$ cat config.mk
export PLATFORM = sky130hd
export DESIGN_NAME = fifo_drain_arb
export DESIGN_NICKNAME = d
export VERILOG_FILES = /design/src/rtl/fifo_drain_arb.sv
export SDC_FILE = /design/constraint.sdc
export NUM_CORES = 1
export LEC_CHECK = 0
export CAP_MARGIN = 15
export CORE_MARGIN = 2
export CORE_UTILIZATION = 55
export DETAILED_ROUTE_END_ITERATION = 7
export DONT_BUFFER_PORTS = 1
export PLACE_DENSITY = 0.7
export SKIP_CTS_REPAIR_TIMING = 1
export SLEW_MARGIN = 10
export SYNTH_ARGS = -nofsm -noshare
export SYNTH_HDL_FRONTEND = slang
export SYNTH_SLANG_ARGS = --single-unit
$ cat constraint.sdc
create_clock -name clk -period 1.8 [get_ports clk]
set_input_delay 0.36 -clock clk [delete_from_list [all_inputs] [get_ports clk]]
set_output_delay 0.36 -clock clk [all_outputs]
set_load 0.02 [all_outputs]
$ cat src/rtl/fifo_drain_arb.sv
// rtl/fifo_drain_arb.sv - round-robin drain of CH FWFT FIFOs into a start/finish handshake sink
// Define FIFO_DRAIN_TIMEOUT_EN to abort a WAIT that outlives TIMEOUT_CYC enabled cycles (sets sticky err).
module fifo_drain_arb #(
  parameter int DATA_W      = 8,
  parameter int CH          = 4,
  parameter int TIMEOUT_CYC = 1024
) (
  input  logic                   clk,
  input  logic                   reset,
  input  logic                   enable,
  input  logic [CH-1:0]          fifo_busy,
  input  logic [CH-1:0]          fifo_empty,
  input  logic [CH*DATA_W-1:0]   fifo_data,
  output logic [CH-1:0]          fifo_re,
  output logic [DATA_W-1:0]      out_data,
  output logic [$clog2(CH)-1:0]  out_chan,
  output logic                   out_start,
  input  logic                   out_finish,
  output logic                   isFinish,
  output logic [15:0]            xfer_cnt,
  output logic                   err
);
  localparam int CW = $clog2(CH);

  if (CH < 2 || CH > 16) begin : g_ch_range
    $error("fifo_drain_arb: CH must be 2..16");
  end
  if (TIMEOUT_CYC < 2 || TIMEOUT_CYC > 65535) begin : g_timeout_range
    $error("fifo_drain_arb: TIMEOUT_CYC must be 2..65535");
  end

  typedef enum logic [1:0] {IDLE, START, WAIT, DONE} state_t;

  state_t              state_q, state_d;
  logic [CH-1:0]       fifo_re_q, fifo_re_d;
  logic [DATA_W-1:0]   out_data_q, out_data_d;
  logic [CW-1:0]       out_chan_q, out_chan_d;
  logic                out_start_q, out_start_d;
  logic                is_finish_q, is_finish_d;
  logic [15:0]         xfer_cnt_q, xfer_cnt_d;
  logic [CW-1:0]       last_grant_q, last_grant_d;
  logic                err_d;

  logic [CH-1:0]       ready;
  logic                grant_vld;
  logic [CW-1:0]       grant_idx;
  logic [CW-1:0]       cand;
  logic [DATA_W-1:0]   data_arr [CH];

  for (genvar i = 0; i < CH; i++) begin : g_unpack
    assign data_arr[i] = fifo_data[i*DATA_W +: DATA_W];
  end

  // Search starts one past the previous winner so every ready channel gets a turn.
  always_comb begin
    ready     = ~fifo_busy & ~fifo_empty;
    grant_vld = 1'b0;
    grant_idx = '0;
    cand      = '0;
    for (int k = 1; k <= CH; k++) begin
      cand = CW'((int'(last_grant_q) + k) % CH);
      if (!grant_vld && ready[cand]) begin
        grant_vld = 1'b1;
        grant_idx = cand;
      end
    end
  end

`ifdef FIFO_DRAIN_TIMEOUT_EN
  logic [15:0] to_cnt_q, to_cnt_d;
  logic        err_q;
  assign err = err_q;
`else
  assign err = 1'b0;
`endif

  always_comb begin
    state_d      = state_q;
    fifo_re_d    = '0;
    out_data_d   = out_data_q;
    out_chan_d   = out_chan_q;
    out_start_d  = out_start_q;
    is_finish_d  = is_finish_q;
    xfer_cnt_d   = xfer_cnt_q;
    last_grant_d = last_grant_q;
`ifdef FIFO_DRAIN_TIMEOUT_EN
    to_cnt_d     = to_cnt_q;
    err_d        = err_q;
`else
    err_d        = 1'b0;
`endif
    if (enable) begin
      case (state_q)
        IDLE: begin
          if (grant_vld) begin
            fifo_re_d    = CH'(1) << grant_idx;
            out_data_d   = data_arr[grant_idx];
            out_chan_d   = grant_idx;
            last_grant_d = grant_idx;
            is_finish_d  = 1'b0;
            state_d      = START;
          end
        end
        START: begin
          out_start_d = 1'b1;
          state_d     = WAIT;
`ifdef FIFO_DRAIN_TIMEOUT_EN
          to_cnt_d    = '0;
`endif
        end
        WAIT: begin
          if (out_finish) begin
            out_start_d = 1'b0;
            state_d     = DONE;
          end
`ifdef FIFO_DRAIN_TIMEOUT_EN
          else if (to_cnt_q == 16'(TIMEOUT_CYC - 1)) begin
            out_start_d = 1'b0;
            err_d       = 1'b1;
            state_d     = DONE;
          end else begin
            to_cnt_d = to_cnt_q + 16'd1;
          end
`endif
        end
        DONE: begin
          is_finish_d = 1'b1;
          xfer_cnt_d  = xfer_cnt_q + 16'd1;
          state_d     = IDLE;
        end
        default: state_d = IDLE;
      endcase
    end
  end

  always_ff @(posedge clk or posedge reset) begin
    if (reset) begin
      state_q      <= IDLE;
      fifo_re_q    <= '0;
      out_data_q   <= '0;
      out_chan_q   <= '0;
      out_start_q  <= 1'b0;
      is_finish_q  <= 1'b0;
      xfer_cnt_q   <= '0;
      last_grant_q <= CW'(CH - 1);
    end else begin
      state_q      <= state_d;
      fifo_re_q    <= fifo_re_d;
      out_data_q   <= out_data_d;
      out_chan_q   <= out_chan_d;
      out_start_q  <= out_start_d;
      is_finish_q  <= is_finish_d;
      xfer_cnt_q   <= xfer_cnt_d;
      last_grant_q <= last_grant_d;
    end
  end

`ifdef FIFO_DRAIN_TIMEOUT_EN
  always_ff @(posedge clk or posedge reset) begin
    if (reset) begin
      to_cnt_q <= '0;
      err_q    <= 1'b0;
    end else begin
      to_cnt_q <= to_cnt_d;
      err_q    <= err_d;
    end
  end
`else
  logic unused_err_d;
  assign unused_err_d = err_d;
`endif

  assign fifo_re   = fifo_re_q;
  assign out_data  = out_data_q;
  assign out_chan  = out_chan_q;
  assign out_start = out_start_q;
  assign isFinish  = is_finish_q;
  assign xfer_cnt  = xfer_cnt_q;

endmodule

### Word level (Yosys, flattened, before mapping)

Cells that the tools add are included.

* flip-flop bits (word level): 36
* input port bits: 44
* output and inout port bits: 33
* word-level logic and storage cells: 71

* add/subtract/negate cells: 5
* magnitude comparators: 5
* eq/ne operators: 5
* shifts and indexed selects: 1
* muxes and demuxes: 29
* bitwise logic cells: 4
* reduce and logical (&&, ||, !) cells: 14

Operators with widths (count)
* adder 16 x 1 -> 16 bit, second input constant: 1
* binary-select mux 8 bit (select 2 bit): 1
* 2-to-1 mux 8 bit: 2
* < comparator 2 x 3 -> 1 bit, second input constant: 4
* 2-to-1 mux 2 bit: 6
* 2-to-1 mux 4 bit: 3
* AND reduction 3 bit: 4
* 2-to-1 mux 1 bit: 10
* binary-select mux 1 bit (select 2 bit): 4
* inverter 4 bit: 2
* one-hot mux 2 bit (4 select lines): 1
* adder 2 x 1 -> 2 bit, second input constant: 2
* adder 2 bit, second input constant: 2
* AND 4 bit: 1
* == test 2 bit, second input constant: 2
* inequality test 2 bit, second input constant: 2
* one-hot mux 1 bit (2 select lines): 2
* nonzero test 2 bit: 2
* left shift 1 x 2 -> 4 bit, first input constant: 1
* greater-or-equal comparator 3 bit, second input constant: 1
* logical AND 1 bit: 3
* logical NOT 1 bit: 3
* inverter 2 -> 3 bit: 1
* == test 2 x 1 -> 1 bit, second input constant: 1
* other kinds (2): 2

### Logic depth before layout (Yosys ltp)

* word-level depth: 18
* mapped depth: 7
* mapped depth without buffers: 6

### Worst setup path before layout

No wires, ideal clock.

* kind: reg2reg
* from: register state_q[0]
* to: register xfer_cnt_q[13], in the netlist xfer_cnt[13]
* data arrival time: 1508 ps
* data required time: 1671 ps
* slack: 163 ps
* cell stages (with the launch flop): 7
* buffers on the path: 0
* cell sequence: dfrtp_1 -> ha_1 -> and3_1 -> nand3_1 -> nor3_1 -> nand3_1 -> xnor2_1

* longest elaborated chain between the ends: 2

Ends and longest elaborated chain
* start, declared: RTL line 34 `state_t state_q, state_d;`
* start signal, assigned: RTL line 147 `state_q <= state_d;`
* == test 2 bit: RTL line 93 `case (state_q)`
* AND reduction 2 bit (no line)
* end signal, assigned: RTL line 153 `xfer_cnt_q <= xfer_cnt_d;`
* end, declared: RTL line 40 `logic [15:0] xfer_cnt_q, xfer_cnt_d;`

No other way between the ends.
A chain may end at the register's enable or synchronous reset.

### Worst setup path in the final report

* from: register last_grant_q[1]
* to: register out_data_q[6], in the netlist out_data[6]

* longest elaborated chain between the ends: 17
* elaborated cells between the ends (all ways): 31
* those cells by class: add/sub (4); mux (19); bitwise (1); reduce/logical (7)

Ends and longest elaborated chain
* start, declared: RTL line 41 `logic [CW-1:0] last_grant_q, last_grant_d;`
* start signal, assigned: RTL line 145 `last_grant_q <= CW'(CH - 1);`
* start signal, assigned: RTL line 154 `last_grant_q <= last_grant_d;`
* adder 2 x 1 -> 2 bit: RTL line 61 `cand = CW'((int'(last_grant_q) + k) % CH);`
* binary-select mux 1 bit (select 2 bit): RTL line 62 `if (!grant_vld && ready[cand]) begin`
* 2-to-1 mux 1 bit (not written as such): RTL line 62
* 2-to-1 mux 1 bit: RTL line 62
* logical NOT 1 bit: RTL line 62
* logical AND 1 bit: RTL line 62
* 2-to-1 mux 1 bit: RTL line 62
* logical NOT 1 bit: RTL line 62
* logical AND 1 bit: RTL line 62
* 2-to-1 mux 1 bit: RTL line 62
* logical NOT 1 bit: RTL line 62
* logical AND 1 bit: RTL line 62
* 2-to-1 mux 2 bit: RTL line 62
* inverter 2 -> 3 bit (not written as such): RTL line 97 `out_data_d = data_arr[grant_idx];`
* binary-select mux 8 bit (select 2 bit): RTL line 97
* 2-to-1 mux 8 bit (not written as such) (2 in a row): RTL line 97
* end signal, assigned: RTL line 149 `out_data_q <= out_data_d;`
* end, declared: RTL line 36 `logic [DATA_W-1:0] out_data_q, out_data_d;`

Several ways; a longest one is shown, not always the timed one. The select of a mux whose other input is x is not followed.

==> flow_metrics.env <==
export IMPL_final_area_sq_um=2200
export IMPL_critPathSlowestCell="dfstp_2"
export IMPL_synthToLayoutAreaGrowth_pct=7.79
export IMPL_io_buffers=0
export IMPL_ant_nets=0
export IMPL_track_usage_pct=19.9
export IMPL_avgSynthCellArea_sq_um=10.3
export IMPL_cts_tree="built"
export IMPL_status="complete, no violations"
export IMPL_ys_seq_area_share_pct=44.3
export IMPL_num_nets_final=256
export IMPL_fp_dieH_um=64.9
export IMPL_dp_hpwl_mm=3.26
export IMPL_slew_headroom_pct=62.4
export IMPL_root_buffer="clkbuf_8"
export IMPL_cts_buffer_depth=2
export IMPL_async_flop_share_pct=100
export IMPL_totalWireLength_mm=4.16
export IMPL_nFillCells=309
export IMPL_grt_max_degree=24
export IMPL_cts_buffers=5
export IMPL_place_congestion=0.721
export IMPL_layout_drive_gt1_share_pct=20.8
export IMPL_grt_first_pass_wirelength_mm=6.55
export IMPL_cts_sinks=36
export IMPL_drt_iter0_drc=54
export IMPL_endpoint_kind="flip-flop"
export IMPL_antenna_found_initial=0
export IMPL_fp_dieArea_sq_um=4210
export IMPL_clkSlewWorstSetupHoldPaths_ns=0.07
export IMPL_finalHoldViolCount=0
export IMPL_synthCells=198
export IMPL_irDropWorstVdd_v=0.000844
export IMPL_slew_violations=0
export IMPL_setup_violations=0
export IMPL_num_vias=1481
export IMPL_hold_path_class="input port to async pin"
export IMPL_fin_crit_sh_pct=95.9
export IMPL_drt_pre_antenna_iters=4
export IMPL_syn_area_sq_um=2040
export IMPL_rsz0062_at_grt="false"
export IMPL_coreArea_sq_um=3610
export IMPL_worst_pin_slew_ns=0.563
export IMPL_cp_max_fo=16
export IMPL_leakage_nw=1.01
export IMPL_skew_ns=0.0123
export IMPL_syn_nets=248
export IMPL_overflow=0
export IMPL_diodes=0
export IMPL_fmax_mhz=580
export IMPL_htreeDepth=2
export IMPL_clkLatencyLatePin_ns=0.28
export IMPL_boundaryPins=77
export IMPL_final_util_pct=61.0
export IMPL_crit_arrival_ns=1.89
export IMPL_regArea_sq_um=903
export IMPL_rows=22
export IMPL_synthFlopType="dfrtp_1"
export IMPL_final_setup_tns_ns=0
export IMPL_multi_input_area_sq_um=977
export IMPL_min_period_ns=1.73
export IMPL_avgViaCountPerCell=5.81
export IMPL_ys_seq_elements=36
export IMPL_wl_per_cell_um=16.3
export IMPL_synth_edf_count=0
export IMPL_ys_warn_count=0
export IMPL_power_total_w=0.00304
export IMPL_start_util_pct=56.6
export IMPL_drc_errors=0
export IMPL_cap_violations=0
export IMPL_cp_required_ns=1.97
export IMPL_max_stage_delay_ns=0.59
export IMPL_place_area_sq_um=2100
export IMPL_startpoint_type="flip-flop"
export IMPL_yosysUniqueCellTypes=42
export IMPL_path_class="flip-flop to flip-flop"
export IMPL_die_w_um=64.9
export IMPL_grt_pass1_vias=1438
export IMPL_worstPathCellList="inv_1 > a2bb2oi_2 > buf_4 > nand2_1 > o221a_2 > o31ai_1"
export IMPL_power_density_nw_per_um2=1380
metal layers:
| metal | vias up | global-route usage (%) | share of wire [%] |
|---|---|---|---|
| li1 | 704 | - | - |
| met1 | 719 | 23.5 | 39 |
| met2 | 56 | 35.2 | 52 |
| met3 | 2 | 7.47 | 8.6 |
| met4 | 0 | 2.39 | 0.31 |
| met5 | - | 0 | 0 |
final timing paths:
path                                        end  slack, ns       startpoint  cells past startpoint
worst min register to register  last_grant_q[0]       0.51  last_grant_q[0]                      2
worst max register to register      out_data[6]       0.07  last_grant_q[1]                      6
worst min-delay path                 state_q[0]       0.02            reset                      1
worst max-delay path                out_data[6]       0.07  last_grant_q[1]                      6
min in group clk                      out_start       0.26           enable                      3
max in group asynchronous          xfer_cnt[15]       1.27            reset                      2
layout by cell type, fill, tap and decap left out, drive strengths merged, types with 4 or more instances in the layout:
cell type	count
o21ai	4
dfrtp	34
buf	10
a21oi	4
nand4	5
xnor2	12
clkbuf	7
nor2	10
nand3	7
ha	6
a211oi	9
o31ai	8
a21boi	8
inv	17
o221a	8
nor3	4
nand2	29
state kept, by name (all words and copies together) (netlist names):
signal / count
out_data: 8
fifo_re: 4
state_q: 2
isFinish: 1
out_start: 1
xfer_cnt: 16
out_chan: 2
last_grant_q: 2
cell usage after synthesis, types with 2 or more instances:
master    count  share of area (%)
a211oi_1      7                2.6
a211oi_2      2                1.2
a21boi_0      8                2.9
a21oi_1       4               0.98
and3_1        3               0.92
buf_4         2               0.74
buf_6         3                1.7
clkbuf_8      2                1.3
dfrtp_1      34                 42
dfstp_2       2                2.6
ha_1          6                3.7
inv_1        17                3.1
mux2_2        2                1.1
nand2_1      29                5.3
nand3_1       6                1.5
nand4_1       5                1.5
nor2_1        9                1.7
nor3_1        3               0.74
o21ai_0       3               0.74
o221a_2       8                4.4
o22ai_1       2               0.61
o31ai_1       6                2.2
o31ai_2       2                1.2
or3_4         2                1.1
xnor2_1      12                5.2
xor2_1        3                1.3
metrics by stage:
| stage | hold WS (ns) | worst slack (ns) | instances |
|---|---|---|---|
| CTS | 0.0390 | 0.00589 | 255 |
| finish | 0.0189 | 0.0744 | 255 |
| global placement | 0.323 | 0.128 | 247 |
| global route | 0.0568 | 0.00267 | 255 |
| floorplan | 0.455 | 0.163 | 198 |
| detailed placement | 0.340 | 0.0439 | 247 |
critical path, delay by kind of cell (launching register included):
family                 cells  cell delay, ns
and+or+nand+nor            1            0.08
buffers and inverters      2            0.29
AOI/OAI and AO/OA          3            0.66
DFF                        1            0.59
where the power goes:
part	total (W)	switching (W)	internal (W)
combinational	0.00108	0.000571	0.000504
sequential	0.00143	0.000386	0.00105
clock	0.000530	0.000259	0.000271
logic make-up after synthesis:
logic type      count (synthesis)  share of synthesized area, %
simple gates                   65                          15.8
compound gates                 47                          19.9
flops                          36                          44.3
buf+inv                        26                          8.59
xor+xnor                       15                          6.44
fa+ha+maj                       6                          3.68
mux                             2                          1.10
other cells                     1                         0.184
cell type report:
class | instances | share of cell area, %
Multi-Input combinational cell | 136 | 44.5
Sequential cell | 36 | 41.1
Timing Repair Buffer | 10 | 5.12
Clock buffer | 7 | 3.47
Inverter | 17 | 2.90
Tap cell | 48 | 2.73
Clock inverter | 1 | 0.228
(Power assumes the default switching activity.)
